`src/rtl/serial_pe_seq.sv`:
```
// serial_pe_seq: walks one serial_pe through NUM_OUT dot products.
// For each output k it fetches the line count, streams k*OUT_STRIDE+e element
// addresses with first/last framing, waits for the PE result (bounded by
// TIMEOUT) and writes it to the result buffer at address k.
module serial_pe_seq #(
  parameter int NUM_OUT    = 4,
  parameter int ADDR_W     = 9,
  parameter int LINE_ELEMS = 32,
  parameter int OUT_STRIDE = 128,
  parameter int TIMEOUT    = 15
) (
  input  logic              clk,
  input  logic              rst_n,
  input  logic              start,
  output logic              busy,
  output logic              done,
  output logic              err,
  output logic [1:0]        inst_addr,
  input  logic [7:0]        inst_data,
  output logic [ADDR_W-1:0] weight_addr,
  output logic [ADDR_W-1:0] neuron_addr,
  output logic [1:0]        pe_ctl,
  output logic              pe_vld_i,
  input  logic [31:0]       pe_result,
  input  logic              pe_vld_o,
  output logic              result_we,
  output logic [1:0]        result_addr,
  output logic [31:0]       result_wdata
);

  localparam int MAX_L = OUT_STRIDE / LINE_ELEMS;  // lines that fit one output's region
  localparam int WCW   = $clog2(TIMEOUT + 1);

  typedef logic [ADDR_W-1:0] aw_t;
  typedef logic [ADDR_W:0]   aw1_t;   // one spare bit for the address sum

  typedef enum logic [2:0] {
    S_IDLE, S_FETCH, S_RUN, S_WAIT, S_WRITE, S_DONE
  } state_e;

  state_e      state_q, state_d;
  logic [1:0]  k_q, k_d;
  aw_t         e_q, e_d;
  logic [WCW-1:0] wcnt_q, wcnt_d;
  logic [7:0]  len_q, len_d;
  logic        err_q, err_d;
  logic [31:0] res_q, res_d;

  aw1_t n_elems;
  logic last_e;

  // Element count for the current output and last-element detect.
  assign n_elems = aw1_t'(len_q) * aw1_t'(LINE_ELEMS);
  assign last_e  = (aw1_t'(e_q) == n_elems - aw1_t'(1));

  // Operand address: contiguous region per output, element offset within it.
  assign weight_addr  = aw_t'(aw1_t'(k_q) * aw1_t'(OUT_STRIDE) + aw1_t'(e_q));
  assign neuron_addr  = weight_addr;
  assign inst_addr    = k_q;
  assign result_addr  = k_q;
  assign result_wdata = res_q;
  assign err          = err_q;

  // State and datapath registers.
  always_ff @(posedge clk or negedge rst_n) begin
    if (!rst_n) begin
      state_q <= S_IDLE;
      k_q     <= '0;
      e_q     <= '0;
      wcnt_q  <= '0;
      len_q   <= '0;
      err_q   <= 1'b0;
      res_q   <= '0;
    end else begin
      state_q <= state_d;
      k_q     <= k_d;
      e_q     <= e_d;
      wcnt_q  <= wcnt_d;
      len_q   <= len_d;
      err_q   <= err_d;
      res_q   <= res_d;
    end
  end

  // Next-state logic and per-state outputs.
  always_comb begin
    state_d   = state_q;
    k_d       = k_q;
    e_d       = e_q;
    wcnt_d    = wcnt_q;
    len_d     = len_q;
    err_d     = err_q;
    res_d     = res_q;
    busy      = 1'b0;
    done      = 1'b0;
    pe_vld_i  = 1'b0;
    pe_ctl    = 2'b00;
    result_we = 1'b0;

    unique case (state_q)
      S_IDLE: begin
        if (start) begin
          state_d = S_FETCH;
          k_d     = '0;
          e_d     = '0;
          err_d   = 1'b0;
        end
      end
      S_FETCH: begin
        busy = 1'b1;
        e_d  = '0;
        if (inst_data == 8'd0) begin
          // nothing to accumulate: write a zero result without touching the PE
          len_d   = '0;
          res_d   = '0;
          state_d = S_WRITE;
        end else if (inst_data > 8'(MAX_L)) begin
          len_d   = 8'(MAX_L);
          err_d   = 1'b1;
          state_d = S_RUN;
        end else begin
          len_d   = inst_data;
          state_d = S_RUN;
        end
      end
      S_RUN: begin
        busy     = 1'b1;
        pe_vld_i = 1'b1;
        if (e_q == '0)  pe_ctl = 2'b01;
        else if (last_e) pe_ctl = 2'b10;
        if (last_e) begin
          // keep e so the addresses hold their final value during WAIT
          wcnt_d  = '0;
          state_d = S_WAIT;
        end else begin
          e_d = e_q + aw_t'(1);
        end
      end
      S_WAIT: begin
        busy = 1'b1;
        if (pe_vld_o) begin
          res_d   = pe_result;
          state_d = S_WRITE;
        end else if (wcnt_q == WCW'(TIMEOUT - 1)) begin
          err_d   = 1'b1;
          res_d   = '1;
          state_d = S_WRITE;
        end else begin
          wcnt_d = wcnt_q + WCW'(1);
        end
      end
      S_WRITE: begin
        busy      = 1'b1;
        result_we = 1'b1;
        e_d       = '0;
        if (k_q == 2'(NUM_OUT - 1)) begin
          state_d = S_DONE;
        end else begin
          k_d     = k_q + 2'd1;
          state_d = S_FETCH;
        end
      end
      S_DONE: begin
        done    = 1'b1;
        state_d = S_IDLE;
      end
      default: state_d = S_IDLE;
    endcase
  end

endmodule

```
`config.mk`:
```
export PLATFORM = sky130hd
export DESIGN_NAME = serial_pe_seq
export DESIGN_NICKNAME = d
export VERILOG_FILES = /design/src/rtl/serial_pe_seq.sv
export SDC_FILE = /design/constraint.sdc
export NUM_CORES = 1
export LEC_CHECK = 0
export BUFFER_PORTS_ARGS = -buffer_cell sky130_fd_sc_hd__buf_2
export CAP_MARGIN = 10
export CELL_PAD_IN_SITES_DETAIL_PLACEMENT = 0
export CELL_PAD_IN_SITES_GLOBAL_PLACEMENT = 1
export CORE_AREA = 2 2 92 94
export DETAILED_ROUTE_END_ITERATION = 12
export DIE_AREA = 0 0 94 96
export HOLD_SLACK_MARGIN = 0.12
export PLACE_DENSITY_LB_ADDON = 0.1
export SETUP_SLACK_MARGIN = 0.2
export SLEW_MARGIN = 20
export SYNTH_ARGS = -nofsm -noshare
export SYNTH_HDL_FRONTEND = slang
export SYNTH_SLANG_ARGS = --single-unit
export TNS_END_PERCENT = 5
```
`constraint.sdc`:
```
create_clock -name clk -period 2.6 [get_ports clk]
set_clock_uncertainty 0.15 [all_clocks]
set_input_delay 0.26 -clock clk [delete_from_list [all_inputs] [get_ports clk]]
set_output_delay 0.26 -clock clk [all_outputs]
set_load 0.03 [all_outputs]
```
# After elaboration in Yosys (flattened, before gate mapping)
# Index checks and enable logic that the tools add are counted.
[word_totals]
latch_bits = 0
ram_bits = 0
memories = 0
elab_cells = 84
out_inout_bits = 61
inputBits = 44
ff_bits = 56
romBits = 0
[classes]
muxes = 36
bitwise = 0
mul = 0
n_eq_ne = 19
shifts = 0
magnitude_cmp = 1
add_sub_neg = 5
reduce_logical = 16
div = 0
[ops]
columns = ["operator", "n"]
rows = [
  ["2-to-1 mux 32 bit", 3],
  ["case mux 32 bit (2 select lines)", 1],
  ["case mux 9 bit (3 select lines)", 1],
  ["!= test 2 bit (second input constant)", 10],
  ["2-to-1 mux 3 bit", 6],
  ["2-to-1 mux 9 bit", 2],
  ["case mux 3 bit (5 select lines)", 1],
  ["2-to-1 mux 4 bit", 3],
  ["AND reduction 3 bit", 4],
  ["== test 9 x 10 -> 1 bit", 1],
  ["2-to-1 mux 2 bit", 5],
  ["2-to-1 mux 5 bit", 2],
  ["subtractor 10 x 1 -> 10 bit (second input constant)", 1],
  ["adder 9 x 1 -> 9 bit (second input constant)", 1],
  ["adder 9 bit", 1],
  ["zero test 9 bit", 1],
  ["2-to-1 mux 1 bit", 9],
  ["greater-than comparator 8 x 3 -> 1 bit (second input constant)", 1],
  ["zero test 8 bit", 1],
  ["case mux 4 bit (2 select lines)", 1],
  ["== test 3 x 2 -> 1 bit (second input constant)", 2],
  ["== test 3 bit (second input constant)", 2],
  ["AND reduction 6 bit", 1],
  ["nonzero test 2 bit", 3],
  ["other kinds (13)", 14],
]

# Longest topological paths before layout
[logic_depth]
depth_word = 5
mapped_depth = 9
mapped_depth_nobuf = 8

# Least setup slack after synthesis
# OpenSTA, ideal clock, no wires.
[synth_timing]
kind = "register to output"
from = "reg k_q[0], in the netlist inst_addr[0]"
to = "out weight_addr[8]"
path_buffers = 1
path_slack_ps = 413
required_ps = 2190
path_stages_with_launch = 5
arrival_ps = 1777
cell_sequence = "dfrtp_1 ha_1 xnor2_1 xnor2_1 buf_4"
[synth_between]
elab_chain_len = 1
[synth_rtl]
columns = ["element", "line", "text"]
rows = [
  ["start, declared", "42", "logic [1:0] k_q, k_d;"],
  ["start signal, assigned", "76", "k_q <= k_d;"],
  ["adder 9 bit", "57", "assign weight_addr = aw_t'(aw1_t'(k_q) * aw1_t'(OUT_STRIDE) + aw1_t'(e_q));"],
  ["end, declared", "20", "output logic [ADDR_W-1:0] weight_addr,"],
]
# No other way between the ends.

# Worst setup path after layout
[layout_timing]
from = "reg len_q[0]"
to = "out pe_ctl[1]"
[layout_between]
elab_chain_len = 5
[layout_rtl]
columns = ["element", "line", "text"]
rows = [
  ["start, declared", "45", "logic [7:0] len_q, len_d;"],
  ["start signal, assigned", "79", "len_q <= len_d;"],
  ["subtractor 10 x 1 -> 10 bit", "54", "assign last_e = (aw1_t'(e_q) == n_elems - aw1_t'(1));"],
  ["== test 9 x 10 -> 1 bit", "54", ""],
  ["2-to-1 mux 2 bit", "130", "else if (last_e) pe_ctl = 2'b10;"],
  ["2-to-1 mux 2 bit", "129", "if (e_q == '0) pe_ctl = 2'b01;"],
  ["2-to-1 mux 2 bit", "100", "unique case (state_q)"],
  ["end, declared", "22", "output logic [1:0] pe_ctl,"],
]
# No other way between the ends.

==> flow_summary.json <==
{
  "use_met2": 0.296,
  "path_buf_inv": 3,
  "ant_nets": 0,
  "period_minus_slack_ns": 2.30,
  "dp_slack_ns": 0.366,
  "io_pins": 105,
  "leakagePower_nw": 1.93,
  "vias": 2632,
  "gr-total-overflow": 0,
  "synth-edff-count": 0,
  "grt_pass1_wl_um": 12400,
  "rsz0062_at_grt": "yes",
  "synth_fp_nets": 352,
  "cpMostUsedCell": "inv_1",
  "required_ns": 2.19,
  "ys.flop_type": "dfrtp_1",
  "fillers": 803,
  "synthArstFlopShare": 1.00,
  "wl_per_cell_um": 14.5,
  "die_x_um": 94,
  "place_congestion": 0.736,
  "fin_nets": 475,
  "worstHoldPathType": "primary input to register",
  "cts_buffers": 5,
  "hold_violations": 0,
  "cp_max_fo": 4,
  "synth_area_um2": 2910,
  "syn_to_final_growth_pct": 35.1,
  "synth_top_area_cell": "dfrtp_1",
  "dr.pass1.iters": 4,
  "placedCellCount": 486,
  "path_depth": 8,
  "use_met1": 0.233,
  "htree_levels": 2,
  "clk_latency_ns": 0.30,
  "dpl_cell_area_um2": 3430,
  "worst_slew_pin_slew_ns": 0.870,
  "hpwl_um": 5320,
  "top_usage_layer": "met2",
  "finalMaxSlewViolations": 0,
  "drv_cap": 0,
  "cpPeakStageDelay_ns": 0.36,
  "clkSinkCount": 56,
  "grt_use_met3": 0.0337,
  "cts_root_buf": "clkbuf_8",
  "crit_family": "flip-flops",
  "finalPower_mw": 4.28,
  "yosys.cell_types.count": 45,
  "yosysSeqAreaShare": 0.482,
  "tritoncts": "built",
  "first_iter_violations": 140,
  "cpMaxStageDelayCell": "dfrtp_1",
  "drc": 0,
  "synth_top_area_share": 0.482,
  "synthTopCellsByCount": "dfrtp_1 (56), nor2_1 (46), o2bb2ai_1 (32)",
  "fin_util": 0.488,
  "critPathCaptureType": "output pin",
  "whs_ns": 0.130,
  "final_cells": 530,
  "drt-vias-per-instance": 4.97,
  "register_area_um2": 1400,
  "synth.top_cells.by_area": "dfrtp_1 (48%), o2bb2ai_1 (9.6%), nor2_1 (5.9%)",
  "final_cell_area_um2": 3930,
  "die_h_um": 96,
  "syn-instance-count": 301,
  "setup_tns_ns": 0,
  "crit_arrival_ns": 1.89,
  "core-area_um2": 8050,
  "setup_viol": 0,
  "path_class": "register to output pin",
  "finalWorstSetupSlack_ns": 0.299,
  "io_buffers": 104,
  "cp_cell_sequence": "inv_1 -> ha_1 -> xnor2_1 -> a211oi_2 -> o21ai_2 -> nand4_1 -> inv_1 -> clkbuf_4",
  "power_density_nw_per_um2": 1090,
  "max_freq_ghz": 0.435,
  "synth_warnings": 0,
  "antennaDiodeCount": 0,
  "peakVddDrop_v": 0.000570,
  "die-area_um2": 9020,
  "period_share": 0.885,
  "maxSlewHeadroom": 0.420,
  "hold_depth": 3,
  "antenna_found_initial": 0,
  "start_kind": "register",
  "ctsLongestPathBuffers": 2,
  "ff2ff_path_depth": 9,
  "wl_um": 7670,
  "drive_gt1_frac": 0.304,
  "grt_max_degree": 38,
  "clk_pin_slew_ns": 0.09,
  "avgSynthCellArea_um2": 9.66,
  "status": "completed",
  "grt_pass1_vias": 2544,
  "num_rows": 33,
  "synth.most_common_cell": "dfrtp_1",
  "grt_usage": 0.173,
  "synth.ff_latch_count": 56,
  "multi_input_area_um2": 1270,
  "initial_utilization": 0.361
}
==> sequential cells by signal (all words and copies together), names as in the netlist <==
name,cells
err,1
len_q,5
result_wdata,32
state_q,3
inst_addr,2
e_q,9
wcnt_q,4
==> layout by cell type (no fill, tap or decap), drive strengths merged, types with 2 or more instances in the layout <==
master,instances
nand3,18
buf,113
nor4,2
dlygate4sd3,35
or3,2
o211ai,5
mux2,2
o21ai,12
ha,7
inv,10
and3,5
xnor2,7
clkbuf,7
nand2,21
a22o,3
nor3,2
and2,3
nand4,2
o2bb2ai,32
a21oi,6
a21o,3
a211oi,2
or4,6
dfrtp,56
nor2b,3
nor2,46
==> report_power, final <==
group	switching [mW]	internal (mW)	total (mW)
Combinational	1.41	0.775	2.18
Clock	0.285	0.316	0.600
Sequential	0.285	1.21	1.50
==> repair_timing <==
item	4_1_cts	5_1_grt
hold buffers	35	0
endpoints found under the hold margin	69	0
resized for setup	0	4
buffers inserted	0	1
setup endpoints to repair	1	33
pin swaps	1	1
==> kinds of logic (layout without fill, tap and decap cells) <==
group	after synthesis	in the layout	synth area share
mux	3	3	0.0112
xor+xnor	7	7	0.0211
fa+ha+maj	7	7	0.0301
simple gates	115	115	0.191
buf+inv	43	167	0.0835
compound gates	70	70	0.182
flops	56	56	0.482
==> final cells by class <==
class,instances,area share
sequential,56,0.357
multi-input combinational,202,0.324
timing repair buffer,149,0.246
tap,105,0.0334
clock buffer,6,0.0210
clock inverter,2,0.00987
inverter,10,0.00955
==> path summary, 6_finish.rpt <==
kind,startpoint,end,slack (ns)
worst max-delay path,len_q[0],pe_ctl[1],0.30
min in group asynchronous,rst_n,inst_addr[1],0.45
worst min-delay path,inst_data[6],len_q[2],0.13
worst min register to register,result_wdata[14],result_wdata[14],0.34
max in group asynchronous,rst_n,state_q[2],1.16
worst max register to register,len_q[0],wcnt_q[3],0.40
==> worst reg2reg max path, cell delays in order, from the launching register on <==
cell	delay (ns)
dfrtp_1	0.36
inv_1	0.07
ha_1	0.24
xnor2_1	0.22
a211oi_2	0.10
o21ai_2	0.16
nand4_1	0.16
buf_4	0.18
and2_1	0.16
a211o_1	0.30
==> metal layers <==
layer / part of all wire / routed length [um]
met5: 0 / 0
met4: 0.0039 / 30
met3: 0.051 / 390
met2: 0.49 / 3720
met1: 0.46 / 3520
No activity file was read; power rests on OpenSTA's default activity.
